<file path="src/rtl/mac_dot_seq_if.sv">
// Stream bundle between the operand sequencer, its producer/consumer and the MAC.
// slave is the sequencer's view; master is the environment's view.
interface mac_dot_seq_if #(
   parameter int unsigned N = 8
) ();
   logic           in_valid;
   logic           in_ready;
   logic [N-1:0]   in_x;
   logic [N-1:0]   in_w;
   logic [N-1:0]   mac_x;
   logic [N-1:0]   mac_w;
   logic           mac_clr;
   logic [2*N-1:0] mac_out;
   logic [2*N-1:0] result;
   logic           result_valid;
   logic           result_ready;

   modport slave (
      input  in_valid, in_x, in_w, mac_out, result_ready,
      output in_ready, mac_x, mac_w, mac_clr, result, result_valid
   );

   modport master (
      output in_valid, in_x, in_w, mac_out, result_ready,
      input  in_ready, mac_x, mac_w, mac_clr, result, result_valid
   );
endinterface

</file>
<file path="src/rtl/mac_dot_seq.sv">
// Operand sequencer: buffers LEN (x, w) pairs, clears the MAC, streams the pairs and
// captures the dot product. Optional abort input enabled by MAC_DOT_SEQ_ABORT_EN.
module mac_dot_seq #(
   parameter int unsigned N   = 8,
   parameter int unsigned LEN = 4
) (
   input logic          clk,
   input logic          rst,
`ifdef MAC_DOT_SEQ_ABORT_EN
   input logic          abort,
`endif
   mac_dot_seq_if.slave bus
);
   localparam int unsigned CW = $clog2(LEN + 1);
   localparam int unsigned AW = (LEN > 1) ? $clog2(LEN) : 1;
   localparam logic [CW-1:0] LastCnt = CW'(LEN - 1);

   typedef enum logic [2:0] {
      StIdle, StLoad, StClear, StRun, StDrain, StResult
   } state_e;

   state_e         state_q, state_d;
   logic [CW-1:0]  cnt_q, cnt_d;
   logic           in_ready_q, in_ready_d;
   logic [N-1:0]   mac_x_q, mac_x_d;
   logic [N-1:0]   mac_w_q, mac_w_d;
   logic           mac_clr_q, mac_clr_d;
   logic [2*N-1:0] result_q, result_d;
   logic           result_valid_q, result_valid_d;
   logic [2*N-1:0] pair_mem_q [LEN];

   logic           accept;
   logic           abort_hit;
   logic [AW-1:0]  wr_idx;
   logic [AW-1:0]  rd_idx;

`ifdef MAC_DOT_SEQ_ABORT_EN
   logic abort_pend_q, abort_pend_d;
   assign abort_hit = abort && (state_q != StIdle);
`else
   assign abort_hit = 1'b0;
`endif

   assign accept = in_ready_q && bus.in_valid;
   assign wr_idx = cnt_q[AW-1:0];
   assign rd_idx = cnt_d[AW-1:0];

   always_comb begin
      state_d  = state_q;
      cnt_d    = cnt_q;
      result_d = result_q;
      unique case (state_q)
         StIdle: state_d = StLoad;
         StLoad: begin
            if (accept) begin
               if (cnt_q == LastCnt) begin
                  cnt_d   = '0;
                  state_d = StClear;
               end else begin
                  cnt_d = cnt_q + 1'b1;
               end
            end
         end
         StClear: begin
            cnt_d = '0;
`ifdef MAC_DOT_SEQ_ABORT_EN
            state_d = abort_pend_q ? StLoad : StRun;
`else
            state_d = StRun;
`endif
         end
         StRun: begin
            if (cnt_q == LastCnt) begin
               cnt_d   = '0;
               state_d = StDrain;
            end else begin
               cnt_d = cnt_q + 1'b1;
            end
         end
         StDrain: begin
            result_d = bus.mac_out;
            state_d  = StResult;
         end
         StResult: begin
            if (bus.result_ready) state_d = StLoad;
         end
         default: state_d = StIdle;
      endcase

      // Abort wins over any accept or result handshake at the same edge.
      if (abort_hit) begin
         state_d  = StClear;
         cnt_d    = '0;
         result_d = result_q;
      end

      // Outputs are registered, so decode them from the state being entered.
      in_ready_d     = (state_d == StLoad);
      mac_clr_d      = (state_d == StClear);
      result_valid_d = (state_d == StResult);
      if (state_d == StRun) begin
         mac_x_d = pair_mem_q[rd_idx][2*N-1:N];
         mac_w_d = pair_mem_q[rd_idx][N-1:0];
      end else begin
         mac_x_d = '0;
         mac_w_d = '0;
      end
   end

`ifdef MAC_DOT_SEQ_ABORT_EN
   always_comb begin
      abort_pend_d = abort_pend_q;
      if (abort_hit) begin
         abort_pend_d = 1'b1;
      end else if (state_q == StClear) begin
         abort_pend_d = 1'b0;
      end
   end
`endif

   always_ff @(posedge clk or posedge rst) begin
      if (rst) begin
         state_q        <= StIdle;
         cnt_q          <= '0;
         in_ready_q     <= 1'b0;
         mac_x_q        <= '0;
         mac_w_q        <= '0;
         mac_clr_q      <= 1'b0;
         result_q       <= '0;
         result_valid_q <= 1'b0;
`ifdef MAC_DOT_SEQ_ABORT_EN
         abort_pend_q   <= 1'b0;
`endif
      end else begin
         state_q        <= state_d;
         cnt_q          <= cnt_d;
         in_ready_q     <= in_ready_d;
         mac_x_q        <= mac_x_d;
         mac_w_q        <= mac_w_d;
         mac_clr_q      <= mac_clr_d;
         result_q       <= result_d;
         result_valid_q <= result_valid_d;
`ifdef MAC_DOT_SEQ_ABORT_EN
         abort_pend_q   <= abort_pend_d;
`endif
      end
   end

   // Pair buffer needs no reset; contents are only read after a full LOAD.
   always_ff @(posedge clk) begin
      if (accept && !abort_hit) begin
         pair_mem_q[wr_idx] <= {bus.in_x, bus.in_w};
      end
   end

   assign bus.in_ready     = in_ready_q;
   assign bus.mac_x        = mac_x_q;
   assign bus.mac_w        = mac_w_q;
   assign bus.mac_clr      = mac_clr_q;
   assign bus.result       = result_q;
   assign bus.result_valid = result_valid_q;
endmodule

</file>
<file path="src/flat_wrapper.sv">
// flat-port wrapper written by rule: the top's interface ports become plain ports
module mac_dot_seq_flat 
#(
   parameter int unsigned N   = 8,
   parameter int unsigned LEN = 4
)
  (clk, rst, bus_in_valid, bus_in_x, bus_in_w, bus_mac_out, bus_result_ready, bus_in_ready, bus_mac_x, bus_mac_w, bus_mac_clr, bus_result, bus_result_valid);
  mac_dot_seq_if #(.N(N)) bus_i ();
  input logic clk;
  input logic rst;
  input wire logic [$bits(bus_i.in_valid)-1:0] bus_in_valid;
  input wire logic [$bits(bus_i.in_x)-1:0] bus_in_x;
  input wire logic [$bits(bus_i.in_w)-1:0] bus_in_w;
  input wire logic [$bits(bus_i.mac_out)-1:0] bus_mac_out;
  input wire logic [$bits(bus_i.result_ready)-1:0] bus_result_ready;
  output wire logic [$bits(bus_i.in_ready)-1:0] bus_in_ready;
  output wire logic [$bits(bus_i.mac_x)-1:0] bus_mac_x;
  output wire logic [$bits(bus_i.mac_w)-1:0] bus_mac_w;
  output wire logic [$bits(bus_i.mac_clr)-1:0] bus_mac_clr;
  output wire logic [$bits(bus_i.result)-1:0] bus_result;
  output wire logic [$bits(bus_i.result_valid)-1:0] bus_result_valid;
  assign bus_i.in_valid = bus_in_valid;
  assign bus_i.in_x = bus_in_x;
  assign bus_i.in_w = bus_in_w;
  assign bus_i.mac_out = bus_mac_out;
  assign bus_i.result_ready = bus_result_ready;
  assign bus_in_ready = bus_i.in_ready;
  assign bus_mac_x = bus_i.mac_x;
  assign bus_mac_w = bus_i.mac_w;
  assign bus_mac_clr = bus_i.mac_clr;
  assign bus_result = bus_i.result;
  assign bus_result_valid = bus_i.result_valid;
  mac_dot_seq #(.N(N), .LEN(LEN)) u_core (.clk(clk), .rst(rst), .bus(bus_i));
endmodule
</file>
<file path="config.mk">
export PLATFORM = sky130hd
export DESIGN_NAME = mac_dot_seq_flat
export DESIGN_NICKNAME = d
export VERILOG_FILES = /design/src/rtl/mac_dot_seq_if.sv /design/src/rtl/mac_dot_seq.sv /design/src/flat_wrapper.sv
export SDC_FILE = /design/constraint.sdc
export NUM_CORES = 1
export LEC_CHECK = 0
export CAP_MARGIN = 40
export CORE_ASPECT_RATIO = 0.5
export CORE_UTILIZATION = 35
export DETAILED_ROUTE_END_ITERATION = 10
export PLACE_DENSITY_LB_ADDON = 0.2
export SLEW_MARGIN = 20
export SYNTH_ARGS = -nofsm -noshare
export SYNTH_HDL_FRONTEND = slang
export SYNTH_SLANG_ARGS = --single-unit
export TNS_END_PERCENT = 1
</file>
<file path="constraint.sdc">
create_clock -name clk -period 4.9 [get_ports clk]
set_input_delay 0.49 -clock clk [delete_from_list [all_inputs] [get_ports clk]]
set_output_delay 0.49 -clock clk [all_outputs]
set_load 0.01 [all_outputs]
</file>
## After elaboration in Yosys (flattened, before gate mapping)

Memory sizes are Yosys's and may differ from the RTL's.
Cells that the tools add are included.

- Bits in registers: 41
- Memory bits (writable): 64
- Input port bits: 36
- Output and inout bits: 35
- Memories: 1

- Add/sub/neg operators: 1
- Equal/unequal tests: 11
- Mux-type cells: 12
- Reduce and logical (&&, ||, !) cells: 4

Memories:

| memory | depth | bits a word | rd ports | clocked after memory_dff | wr ports | RTL line | text |
|---|---|---|---|---|---|---|---|
| u_core.pair_mem_q | 4 | 16 | 1 | 0 | 1 | mac_dot_seq.sv:30 | `logic [2*N-1:0] pair_mem_q [LEN];` |

Operators by type and width:

| cell | number |
|---|---|
| $mux W3 | 6 |
| $pmux W3 S6 | 1 |
| $mux W8 | 2 |
| $eq A3 B2 Y1 const B | 5 |
| $eq A3 B3 Y1 const B | 3 |
| $pmux W3 S3 | 1 |
| $eq A3 B1 Y1 const B | 2 |
| $add A3 B1 Y3 const B | 1 |
| $logic_not A3 Y1 | 1 |
| $reduce_bool A3 Y1 | 1 |
| $mux W1 | 2 |
| $ne A2 B1 Y1 const B | 1 |
| $reduce_and A2 Y1 | 1 |
| $logic_and A1 B1 Y1 | 1 |

## Longest topological paths before layout

Gate-level depths: netlist of run 1.

- Depth in word-level cells: 6
- Depth in mapped cells: 7
- Gate-level depth less buffers: 5

## Least setup slack after synthesis of run 1

No wires, ideal clock.

- Path kind: register to register
- Start point: register u_core.cnt_q[0]
- End point: register u_core.mac_x_q[0], in the netlist u_core.bus.mac_x[0]
- Library setup time: 79 ps
- Data arrival time: 1621 ps
- Required time: 4821 ps
- Path slack: 3200 ps
- Stages on the path, launching flop included: 7
- Buffers on the path: 1
- Clock period less this slack: 1700 ps
- Path through: dfrtp_1 ha_1 and3b_4 a2111oi_4 buf_4 a22oi_1 mux2i_1

- Longest elaborated chain between the ends: 6
- Elaborated cells between the ends (all ways): 12
- Those cells by class: add/sub: 1; eq/ne: 2; mux: 8; memory: 1

RTL lines:

| what | RTL line | text |
|---|---|---|
| from (decl) | mac_dot_seq.sv:23 | `logic [CW-1:0] cnt_q, cnt_d;` |
| from (signal assigned) | mac_dot_seq.sv:136 | `cnt_q <= cnt_d;` |
| $add A3 B1 Y3 / $eq A3 B2 Y1 (equally long branches) | n/a |  |
| $mux W3 (on tied branches) | mac_dot_seq.sv:56, mac_dot_seq.sv:73 |  |
| $mux W3 | mac_dot_seq.sv:55 | `if (accept) begin` |
| $pmux W3 S3 / $pmux W3 S6 (equally long branches) | mac_dot_seq.sv:52 | `unique case (state_q)` |
| $mem_v2 Z4 W16 / $eq A3 B2 Y1 (equally long branches) | n/a |  |
| $mux W8 * | mac_dot_seq.sv:101 | `if (state_d == StRun) begin` |
| net u_core.mac_x_d[0] | mac_dot_seq.sv:25 | `logic [N-1:0] mac_x_q, mac_x_d;` |
| to (signal assigned) | mac_dot_seq.sv:138 | `mac_x_q <= mac_x_d;` |
| to (decl) | mac_dot_seq.sv:25 |  |

Mark *: on every way through the listed nets, which the timed path passes. The rest lies on a longest branch. The select of a mux whose other input is x is not followed.
A chain may end at the register's enable or synchronous reset.

## Worst setup path in the final report of run 1

- Start point: register u_core.cnt_q[0]
- End point: register u_core.mac_w_q[3], in the netlist u_core.bus.mac_w[3]

- Longest elaborated chain between the ends: 6
- Elaborated cells between the ends (all ways): 12
- Those cells by class: add/sub: 1; eq/ne: 2; mux: 8; memory: 1

RTL lines:

| what | RTL line | text |
|---|---|---|
| $add A3 B1 Y3 / $eq A3 B2 Y1 (equally long branches) | n/a |  |
| $mux W3 (on tied branches) | mac_dot_seq.sv:56, mac_dot_seq.sv:73 |  |
| $mux W3 | mac_dot_seq.sv:55 |  |
| $pmux W3 S3 / $pmux W3 S6 (equally long branches) | mac_dot_seq.sv:52 |  |
| $mem_v2 Z4 W16 / $eq A3 B2 Y1 (equally long branches) | n/a |  |
| $mux W8 * | mac_dot_seq.sv:101 |  |
| net u_core.mac_w_d[3] | mac_dot_seq.sv:26 | `logic [N-1:0] mac_w_q, mac_w_d;` |
| to (signal assigned) | mac_dot_seq.sv:139 | `mac_w_q <= mac_w_d;` |
| to (decl) | mac_dot_seq.sv:26 |  |

Marks and branches as above.

==> impl_metrics.tcl, run 1 <==
set metrics [dict create \
    status "finished, final reports clean" \
    ys_ff_latch 105 \
    r2r-start "u_core.cnt_q[0]" \
    synth_fa_ha_area_share_pct 1.29 \
    worstSetupEndpointType "flop" \
    synth_flop_cell "edfxtp_1" \
    vias_per_cell 4.80 \
    async_flop_share_pct 39.0 \
    power.total_mw 2.75 \
    r2r-end "u_core.bus.mac_w[3]" \
    ys_types 27 \
    crit_path_start_kind "flop" \
    cts_buffers 9 \
    synth_nets 261 \
    netlist_instances 221 \
    synthesis.area_um2 3880 \
    synth_edf_count 64 \
    grt-ovfl-total 0 \
    grt_usage_pct 13.6 \
    drtIter0Drc 132 \
    port_buffers 70 \
    vias 2133 \
    r2r_slack_ns 2.81 \
    post-route-util_pct 48.4 \
    place_congestion 0.679 \
    cap_violations 0 \
    yosysTopAreaCell "edfxtp_1" \
    final_net_count 339 \
    grt_max_degree 33 \
    netlist.area_leader.share_pct 49.5 \
    dr.pass1.iters 4 \
    cts_buffer_depth 2 \
    synthXorXnorAreaFrac_pct 0 \
    design_area_um2 5070 \
    drive_above_1_share_pct 14.1 \
    fp.dieW_um 151 \
    clock_sinks 105 \
    fin_skew_ns 0.00792 \
    hold_path_class "in2async" \
    final_cell_mix "70 x clkdlybuf4s50_1, 64 x edfxtp_1, 41 x dfrtp_1, 32 x a22oi_1, 17 x mux2_2" \
    final_common_cell "clkdlybuf4s50_1" \
    drt-wirelength-per-cell_um 16.2 \
    synth.area.top_cells "edfxtp_1 50%, dfrtp_1 26%, a22oi_1 6.2%, mux2_2 4.9%, mux2i_1 4.1%" \
    cts_hold_buf 0 \
    core-area_um2 10500 \
    drv_slew 0 \
    hold_viol 0 \
    rsz0062_at_grt "no" \
    synthSimpleGateAreaFrac_pct 2.94 \
    diodes 0 \
    path_class "reg2reg" \
    fmax_mhz 479 \
    slew_headroom_pct 56.6 \
    worst_slew_pin_slew_ns 0.651 \
    antenna_found_initial 0 \
    area.growth.synth_to_final_pct 30.7 \
    min_period_over_period_pct 42.6 \
    die_y_um 76.4 \
    cts_resized 0 \
    tns_ns 0 \
    ys_seq_area_share_pct 76.0 \
    total_leakage_power_nw 1.92 \
    grt_pass1_wl_um 11500 \
    cts_root_buffer "clkbuf_16" \
    cts_tree "done" \
    fin_hold_ws_ns 0.460 \
    required_ns 5.15 \
    drt_wl_total_um 7190 \
    dpl_cell_area_um2 4760 \
    grt_pass1_vias 2186 \
    cp.arrival_ns 2.34 \
    synth_top_family_by_area "multiplexers" \
    setup_viol 0 \
    path_clk_slew_ns 0.07 \
    clk_latency_ns 0.34 \
    ant_nets 0 \
    period_minus_slack_ns 2.09 \
    worstPathMaxFanout 17 \
    synth_mux_area_share_pct 9.06 \
    r2r_cells 6 \
    drc 0 \
    post-cts-setup-buffer-count 0 \
    peakVddDrop_mv 0.186 \
    power.density_nw_per_um2 542 \
    rows 26 \
    synth-compound-area-share_pct 8.39 \
    start_util_pct 37.0 \
    die_area_um2 11500 \
    synth.avg_cell_area_um2 17.6 \
    ios 71 \
    synth_warnings 0 \
    fillers 899 \
    htree_levels 3 \
]
[final cells by class]
type                    instances  area (um2)  share of cell area [%]
well taps                     140         175                    3.45
flip-flops and latches        105        2950                    58.1
clock buffers                  11         233                    4.59
repair buffers                 79         815                    16.1
clock inverters                 5        37.5                   0.740
inverters                       5        18.8                   0.370
multi-input cells              99         845                    16.7
[Yosys cell counts, drive strengths merged, types with 2 or more instances]
master   n
dfrtp   41
nand2    3
ha       4
and3     4
inv      5
nor2     3
nand2b   2
mux2i   16
edfxtp  64
o21ai    2
mux2    17
a22oi   32
nand3    3
a21oi    3
buf     11
[worst max path at each step]
stage,start,endpoint,depth (start not counted)
CTS,u_core.cnt_q[0],u_core.bus.mac_w[3],6
global placement,u_core.cnt_q[0],u_core.bus.mac_w[3],5
detailed placement,bus_in_valid,u_core.pair_mem_q[1][13],2
floorplan,u_core.cnt_q[0],u_core.bus.mac_x[0],6
finish,u_core.cnt_q[0],u_core.bus.mac_w[3],6
global route,u_core.state_q[0],u_core.bus.mac_w[3],5
[state kept, by name, indices dropped and copies added (netlist names)]
register                 flops
u_core.pair_mem_q           64
u_core.bus.result           16
u_core.bus.mac_w             8
u_core.bus.mac_x             8
u_core.cnt_q                 3
u_core.state_q               3
u_core.bus.in_ready          1
u_core.bus.mac_clr           1
u_core.bus.result_valid      1
[power breakdown]
part / internal, mW / leakage (nW) / switching (mW)
clock network: 0.349 / 0.129 / 0.307
registers: 1.15 / 1.14 / 0.0877
logic: 0.430 / 0.659 / 0.422
total: 1.93 / 1.92 / 0.816
[cell families (layout without fill, tap and decap cells)]
family | after synthesis | in the layout
muxes | 33 | 33
buffers and inverters | 17 | 100
AOI/OAI and AO/OA | 42 | 42
adders and majority gates | 4 | 4
DFF | 105 | 105
and+or+nand+nor | 20 | 20
[per-layer routing]
metal	global-route usage [%]	vias to the layer above	share of wire, %
met1	16.2	1054	44
met2	22.6	65	49
met3	4.55	5	6.2
li1	-	1009	-
met4	5.10	0	0.89
met5	0	-	0
[critical path: stages, from the launching register on]
cell     delay (ns)
dfrtp_1        0.38
inv_1          0.10
ha_1           0.37
and4_1         0.64
buf_8          0.24
a22oi_1        0.09
mux2i_1        0.18
[per-stage QoR]
| stage | cells | setup slack [ns] |
|---|---|---|
| floorplan | 221 | 3.20 |
| CTS | 441 | 2.75 |
| finish | 444 | 2.81 |
| global placement | 422 | 2.56 |
| detailed placement | 425 | 2.60 |
| global route | 444 | 2.59 |
Power figures use the tool's default switching activity.
==> run 2, diff against run 1 <==
==> constraint.sdc (replaced) <==
create_clock -name clk -period 1.67 [get_ports clk]
set_input_delay 0.167 -clock clk [delete_from_list [all_inputs] [get_ports clk]]
set_output_delay 0.167 -clock clk [all_outputs]
set_load 0.01 [all_outputs]
==> impl_metrics.tcl, run 2 (synthesized netlist as in run 1, its figures left out) <==
set metrics [dict create \
    required_ns 1.92 \
    worstPathMaxFanout 8 \
    htree_levels 3 \
    fin_hold_ws_ns 0.127 \
    start_util_pct 37.0 \
    largest_reg_flops 64 \
    min_period_over_period_pct 104 \
    die_area_um2 11500 \
    place_congestion 0.806 \
    vias 2221 \
    period_minus_slack_ns 1.73 \
    peakVddDrop_mv 0.917 \
    worst_slew_pin_slew_ns 0.380 \
    rsz0062_at_grt "yes" \
    violations "setup timing" \
    cts_buffer_depth 2 \
    area.growth.synth_to_final_pct 36.7 \
    path_class "reg2reg" \
    hold_path_class "in2async" \
    drv_slew 0 \
    drt-wirelength-per-cell_um 16.9 \
    ant_nets 0 \
    design_area_um2 5300 \
    drt_wl_total_um 7720 \
    clk_latency_ns 0.34 \
    antenna_found_initial 0 \
    grt_pass1_wl_um 12200 \
    die_y_um 76.4 \
    setup_ws_ns -0.0596 \
    tns_ns -0.0946 \
    cts_buffers 9 \
    crit_path_start_kind "flop" \
    dpl_cell_area_um2 4940 \
    port_buffers 70 \
    drtIter0Drc 107 \
    drc 0 \
    clock_sinks 105 \
    final_cell_mix "70 x clkdlybuf4s50_1, 64 x edfxtp_1, 40 x dfrtp_1, 32 x a22oi_1, 17 x mux2_2" \
    place_hpwl_um 4520 \
    rows 26 \
    power.total_mw 8.70 \
    grt_pass1_vias 2321 \
    ios 71 \
    core-area_um2 10500 \
    final_common_cell "clkdlybuf4s50_1" \
    total_leakage_power_nw 2.02 \
    diodes 0 \
    cp.arrival_ns 1.98 \
    setup_viol 5 \
    worstSetupEndpointType "flop" \
    grt-ovfl-total 0 \
    fmax_mhz 578 \
    power.density_nw_per_um2 1640 \
    hold_viol 0 \
    fin_skew_ns 0.00537 \
    cts_root_buffer "clkbuf_16" \
    fp.dieW_um 151 \
    dr.pass1.iters 4 \
    post-route-util_pct 50.6 \
    grt_max_degree 33 \
    vias_per_cell 4.87 \
    cts_tree "done" \
    cap_violations 0 \
    largest_register "u_core.pair_mem_q" \
    path_clk_slew_ns 0.07 \
    status "finished, violations left" \
    drive_above_1_share_pct 19.6 \
    final_net_count 351 \
    slew_headroom_pct 74.7 \
    grt_usage_pct 14.5 \
]
[run 2: cell type report]
type / instances / area (um2)
multi-input cells: 99 / 860
clock inverters: 6 / 61.3
repair buffers: 91 / 1010
flip-flops and latches: 105 / 2950
inverters: 5 / 18.8
clock buffers: 10 / 229
well taps: 140 / 175
fillers: 866 / 5170
[run 2: through the flow]
step | setup slack [ns] | cells
after global placement | -0.0603 | 436
final | -0.0596 | 456
after floorplan | 0.00954 | 221
after CTS | -0.0328 | 456
after detailed placement | -0.0643 | 436
after global routing | -0.141 | 456
[run 2: timing repair]
action | 4_1_cts | 5_1_grt
endpoints found under the setup margin | 16 | 17
pin swaps | 1 | 0
hold buffers | 0 | 0
buffers inserted | 2 | 0
resized for setup | 5 | 1
cloned | 2 | 0
[run 2: power breakdown]
| group | internal (mW) | switching [mW] |
|---|---|---|
| Clock | 1.05 | 0.982 |
| Combinational | 1.64 | 1.39 |
| Sequential | 3.38 | 0.251 |
| Total | 6.07 | 2.63 |
[run 2: path summary, 6_finish.rpt]
check | from | endpoint | slack (ns) | depth (start not counted)
min in group clk | bus_mac_out[10] | u_core.bus.result[10] | 0.44 | 2
worst min register to register | u_core.bus.result[4] | u_core.bus.result[4] | 0.51 | 1
worst min-delay path | rst | u_core.bus.result[8] | 0.13 | 2
max in group asynchronous | rst | u_core.bus.in_ready | 1.06 | 3
worst max register to register | u_core.cnt_q[0] | u_core.bus.mac_x[1] | -0.06 | 7
worst max-delay path | u_core.cnt_q[0] | u_core.bus.mac_x[1] | -0.06 | 7
[run 2: routing by layer]
metal | part of all wire (%) | vias to the layer above | global-route usage [%]
li1 | - | 1035 | -
met1 | 46 | 1114 | 18.3
met2 | 48 | 64 | 23.6
met3 | 5.4 | 8 | 4.01
met4 | 1.1 | 0 | 5.40
met5 | 0 | - | 0
[run 2: worst max-delay path, cell delays in order, from the launching register on]
cell and delay [ns]:
dfrtp_1 0.41, inv_2 0.09, ha_4 0.22, a2111oi_4 0.30, buf_4 0.22, buf_16 0.14
a22oi_1 0.08, mux2i_1 0.18
